`src/rtl/arb_pkg.sv`:
```
// Shared types and helpers for the round-robin arbiter.
// Holds the arbiter state encoding, default sizing constants and the modulo-N rotation helper.
package arb_pkg;

    localparam int ARB_N        = 8;
    localparam int ARB_MAX_HOLD = 16;

    typedef enum logic [0:0] {
        IDLE = 1'b0,
        BUSY = 1'b1
    } arb_state_t;

    // (base + off) mod n for base, off < n, wrapped by compare so non-power-of-2 n works.
    function automatic int unsigned rot_idx(input int unsigned base,
                                            input int unsigned off,
                                            input int unsigned n);
        int unsigned s;
        s = base + off;
        if (s >= n) begin
            s = s - n;
        end
        return s;
    endfunction

endpackage

```
`src/rtl/rr_arbiter_prio_enc_valid.sv`:
```
// Fixed-priority encoder: lowest set bit wins, valid flags a non-zero input.
module prio_enc_valid #(
    parameter int N   = 8,
    parameter int IDW = $clog2(N)
) (
    input  logic [N-1:0]   req_vec,
    output logic [IDW-1:0] idx,
    output logic           valid
);

    // Scanning downward lets the lowest index overwrite any higher hit.
    always_comb begin
        idx   = '0;
        valid = 1'b0;
        for (int i = N - 1; i >= 0; i--) begin
            if (req_vec[i]) begin
                idx   = IDW'(i);
                valid = 1'b1;
            end
        end
    end

endmodule

```
`src/rtl/rr_arbiter.sv`:
```
// Round-robin arbiter: rotates requests by a pointer, fixed-priority encodes, holds grant until release.
// Optional forced release after MAX_HOLD cycles when built with RR_ARB_TIMEOUT_EN.
module rr_arbiter
    import arb_pkg::*;
#(
    parameter int N        = ARB_N,
    parameter int IDW      = $clog2(N),
    parameter int MAX_HOLD = ARB_MAX_HOLD
) (
    input  logic           clk,
    input  logic           rst,
    input  logic [N-1:0]   req,
    output logic [N-1:0]   gnt,
    output logic [IDW-1:0] gnt_id,
    output logic           gnt_valid,
    output logic           timeout,
    output arb_state_t     state_dbg,
    output logic [IDW-1:0] ptr_dbg
);

    arb_state_t     state_q;
    logic [IDW-1:0] ptr_q;
    logic [N-1:0]   gnt_q;
    logic [IDW-1:0] gnt_id_q;
    logic           timeout_q;

    logic           force_w;
    logic           release_w;
    logic           grant_load;
    logic [IDW-1:0] next_ptr;
    logic [IDW-1:0] arb_ptr;
    logic [N-1:0]   req_m;
    logic [N-1:0]   rot_req;
    logic [IDW-1:0] enc_idx;
    logic           enc_valid;
    logic [IDW-1:0] win_id;

    assign release_w  = (state_q == BUSY) && (!req[gnt_id_q] || force_w);
    assign next_ptr   = (gnt_id_q == IDW'(N - 1)) ? '0 : gnt_id_q + 1'b1;
    // On release the new pointer is used in the same cycle so the next winner follows directly.
    assign arb_ptr    = release_w ? next_ptr : ptr_q;
    assign grant_load = ((state_q == IDLE) || release_w) && enc_valid;

    // The outgoing holder is excluded so a forced release always drops its grant.
    always_comb begin
        req_m = req;
        if (state_q == BUSY) begin
            req_m[gnt_id_q] = 1'b0;
        end
    end

    always_comb begin
        rot_req = '0;
        for (int j = 0; j < N; j++) begin
            rot_req[j] = req_m[IDW'(rot_idx(32'(arb_ptr), j, N))];
        end
    end

    prio_enc_valid #(
        .N   (N),
        .IDW (IDW)
    ) u_enc (
        .req_vec (rot_req),
        .idx     (enc_idx),
        .valid   (enc_valid)
    );

    assign win_id = IDW'(rot_idx(32'(arb_ptr), 32'(enc_idx), N));

`ifdef RR_ARB_TIMEOUT_EN
    localparam int HCW = $clog2(MAX_HOLD + 1);
    logic [HCW-1:0] hold_q;

    assign force_w = (state_q == BUSY) && req[gnt_id_q] && (hold_q == HCW'(MAX_HOLD - 1));

    always_ff @(posedge clk) begin
        if (rst) begin
            hold_q <= '0;
        end else if (grant_load) begin
            hold_q <= '0;
        end else if (state_q == BUSY) begin
            hold_q <= hold_q + 1'b1;
        end
    end
`else
    logic unused_max_hold;
    assign unused_max_hold = ^MAX_HOLD;
    assign force_w         = 1'b0;
`endif

    always_ff @(posedge clk) begin
        if (rst) begin
            state_q   <= IDLE;
            ptr_q     <= '0;
            gnt_q     <= '0;
            gnt_id_q  <= '0;
            timeout_q <= 1'b0;
        end else begin
            timeout_q <= force_w;
            if ((state_q == IDLE) || release_w) begin
                if (release_w) begin
                    ptr_q <= next_ptr;
                end
                if (grant_load) begin
                    state_q  <= BUSY;
                    gnt_q    <= N'(1) << win_id;
                    gnt_id_q <= win_id;
                end else begin
                    state_q  <= IDLE;
                    gnt_q    <= '0;
                    gnt_id_q <= '0;
                end
            end
        end
    end

    assign gnt       = gnt_q;
    assign gnt_id    = gnt_id_q;
    assign gnt_valid = |gnt_q;
    assign timeout   = timeout_q;
    assign state_dbg = state_q;
    assign ptr_dbg   = ptr_q;

endmodule
```
`config.mk`:
```
export PLATFORM = sky130hd
export DESIGN_NAME = rr_arbiter
export DESIGN_NICKNAME = d
export VERILOG_FILES = /design/src/rtl/arb_pkg.sv /design/src/rtl/rr_arbiter_prio_enc_valid.sv /design/src/rtl/rr_arbiter.sv
export SDC_FILE = /design/constraint.sdc
export NUM_CORES = 1
export LEC_CHECK = 0
export CORE_UTILIZATION = 50
export DETAILED_ROUTE_END_ITERATION = 10
export PLACE_DENSITY = 0.78
export SLEW_MARGIN = 20
export SYNTH_ARGS = -nofsm -noshare
export SYNTH_HDL_FRONTEND = slang
export SYNTH_HIERARCHICAL = 1
export SYNTH_SLANG_ARGS = --single-unit
export TNS_END_PERCENT = 20
```
`constraint.sdc`:
```
create_clock -name clk -period 16.7 [get_ports clk]
set_input_delay 5.01 -clock clk [delete_from_list [all_inputs] [get_ports clk]]
set_output_delay 5.01 -clock clk [all_outputs]
set_load 0.01 [all_outputs]
```
==> results.sh <==
export IMPL_ys_ff_latch=15
export IMPL_ys_types=45
export IMPL_sw_frac_of_total_pct=46.3
export IMPL_power_frac_seq_pct=17.5
export IMPL_max_freq_mhz=99.0
export IMPL_cts_tree="built"
export IMPL_hp_class="reg -> reg"
export IMPL_worstPathMaxFanout=11
export IMPL_syn_inst=150
export IMPL_grt_pass1_wl_um=4970
export IMPL_syn_to_final_growth_pct=19.0
export IMPL_synth_cell_area_um2=1370
export IMPL_pwr_share_clk_pct=6.9
export IMPL_root_buffer="clkbuf_4"
export IMPL_cts_setup_buffers=0
export IMPL_die_area_um2=2960
export IMPL_drive_gt1_share_pct=11.7
export IMPL_slew_viol_final=0
export IMPL_p_comb_share_pct=75.6
export IMPL_grt_usage_pct=23.9
export IMPL_finalWirelength_um=3180
export IMPL_grt_overflow=0
export IMPL_grt_pass1_vias=1113
export IMPL_layout_cells_most_common_list="25 x clkdlybuf4s50_1, 21 x nor2_1, 15 x mux2i_1, 15 x dfxtp_1"
export IMPL_io_pins=27
export IMPL_p_leak_nw=0.688
export IMPL_worst_setup_path_type="in -> reg"
export IMPL_cp_data_required_time_ns=16.93
export IMPL_vias_per_cell=6.17
export IMPL_ir_drop_mv=0.152
export IMPL_chipHeight_um=54.4
export IMPL_die_w_um=54.4
export IMPL_finClkSkew_ns=0.00493
export IMPL_layout_worst_path_cycle_share_pct=60.5
export IMPL_num_rows=18
export IMPL_rsz0062_at_grt="no"
export IMPL_htree_levels=1
export IMPL_power_internal_uw=172
export IMPL_cts_inserted_buffers=3
export IMPL_grt_max_degree=20
export IMPL_drtPass1Iterations=4
export IMPL_drt_iter0_drc=44
export IMPL_core_area_um2=2540
export IMPL_insertion_delay_ns=0.30
export IMPL_holdWs_ns=0.559
export IMPL_tns_ns=0
export IMPL_yosysWarnings=6
export IMPL_powerDensity_nw_per_um2=196
export IMPL_layout_area_seq_um2=300
export IMPL_dp_cells=197
export IMPL_worstMarginPinSlew_ns=0.932
export IMPL_nFillCells=213
export IMPL_post_cts_resized=0
export IMPL_ant_nets=0
export IMPL_fin_cells=201
export IMPL_postCtsHoldBufs=0
export IMPL_multiInputGateArea_um2=1000
export IMPL_postSynthAreaPerCell_um2=9.16
export IMPL_drc=0
export IMPL_cp_arrival_ns=10.33
export IMPL_status="finished clean"
export IMPL_async_flop_share_pct=0
export IMPL_wire_per_inst_um=15.8
export IMPL_start_util_pct=54.0
export IMPL_hold_viol=0
export IMPL_fin_crit_ns=10.10
export IMPL_insertedDiodeCount=0
export IMPL_final_common_cell="clkdlybuf4s50_1"
export IMPL_gp_congestion=0.877
export IMPL_switching_power_uw=148
export IMPL_cts_sinks=15
export IMPL_ys_seq_area_share_pct=21.9
export IMPL_num_vias=1240
export IMPL_synth_nets=166
export IMPL_dp_hpwl_um=2470
export IMPL_nNetsFinal=188
export IMPL_maxCapViolCount=0
export IMPL_cp_end_kind="register"
export IMPL_port_buffers=25
export IMPL_clk_pin_slew_ns=0.10
export IMPL_cts_buffer_depth=2
export IMPL_synth_edf_count=0
export IMPL_synth_flop_cell="dfxtp_1"
export IMPL_antenna_found_initial=0
export IMPL_setup_viol=0
export IMPL_relSlewSlack_pct=36.1
export IMPL_start_kind="input pin"
## per-stage QoR
step           util, %  power (mW)  setup slack (ns)  instance area, um2
2_1_floorplan        -       0.243              7.53                1370
3_3_place_gp      63.2       0.289              6.52                1610
3_5_place_dp      63.2       0.296              6.28                1610
4_1_cts           64.3       0.319              6.59                1640
5_1_grt           64.3       0.347              6.17                1640
6_report          64.3       0.320              6.60                1640
## Yosys cell counts, types with 5 or more instances
| master | n | share of area (%) |
|---|---|---|
| ha_1 | 5 | 4.6 |
| nor2_1 | 21 | 5.7 |
| a22oi_1 | 6 | 3.3 |
| dfxtp_1 | 15 | 22 |
| nand2_1 | 8 | 2.2 |
| o21ai_0 | 7 | 2.5 |
| inv_1 | 5 | 1.4 |
| o22ai_1 | 8 | 3.6 |
| mux2i_1 | 15 | 11 |
## logic make-up (layout without fill, tap and decap cells)
family | Yosys count | count (layout) | synth area share [%]
other cells | 1 | 1 | 0.273
buf+inv | 13 | 34 | 5.28
fa+ha+maj | 6 | 6 | 6.01
flops | 15 | 15 | 21.9
mux | 22 | 22 | 21.0
compound gates | 34 | 34 | 18.2
xor+xnor | 5 | 5 | 4.83
simple gates | 54 | 54 | 22.5
## layer usage
layer  vias up  track usage, %  routed length (um)
met5         -               0                   0
met4         0            5.13                  38
met3         6            5.00                 189
met2        54            40.4                1490
met1       578            30.9                1470
li1        602               -                   -
## critical path: stages
cell and delay, ns:
clkdlybuf4s50_1 0.48, mux2i_1 0.08, and3_4 0.22, o41ai_4 0.50, mux2i_1 0.84, inv_1 0.17
ha_1 0.46, mux4_2 0.56, nor2_1 0.14, o21ai_0 0.10, a211oi_1 0.24, inv_1 0.09
fa_1 0.63, or4bb_1 0.45, o2bb2a_1 0.30, nor2_1 0.08
## path summary, 6_finish.rpt
check | slack (ns) | cells after the start | start | endpoint
setup reg to reg | 11.05 | 15 | gnt_id[0]$_SDFFE_PP0N_ | gnt[0]$_SDFFE_PP0N_
setup / recovery | 6.60 | 16 | req[7] | gnt[0]$_SDFFE_PP0N_
hold / removal | 0.56 | 2 | gnt[2]$_SDFFE_PP0N_ | gnt[2]$_SDFFE_PP0N_
hold reg to reg | 0.56 | 2 | gnt[2]$_SDFFE_PP0N_ | gnt[2]$_SDFFE_PP0N_
## sequential cells by signal, indices dropped and copies added, names as in the netlist
| register | cells |
|---|---|
| gnt | 8 |
| state_dbg | 1 |
| gnt_id | 3 |
| ptr_dbg | 3 |
## final cells by class
class / instances / area share (%)
multi-input combinational: 122 / 61.2
sequential: 15 / 18.4
timing repair buffer: 25 / 15.3
tap: 30 / 2.30
clock buffer: 3 / 1.38
inverter: 5 / 1.15
clock inverter: 1 / 0.306
## power by group through the flow
stage / logic [mW] / registers [mW] / clock network, mW
after floorplan: 0.188 / 0.0552 / 0
after global placement: 0.233 / 0.0562 / 0
after detailed placement: 0.240 / 0.0565 / 0
after CTS: 0.241 / 0.0558 / 0.0225
after global routing: 0.266 / 0.0571 / 0.0238
final: 0.242 / 0.0559 / 0.0220
No activity file was read; power rests on OpenSTA's default activity.
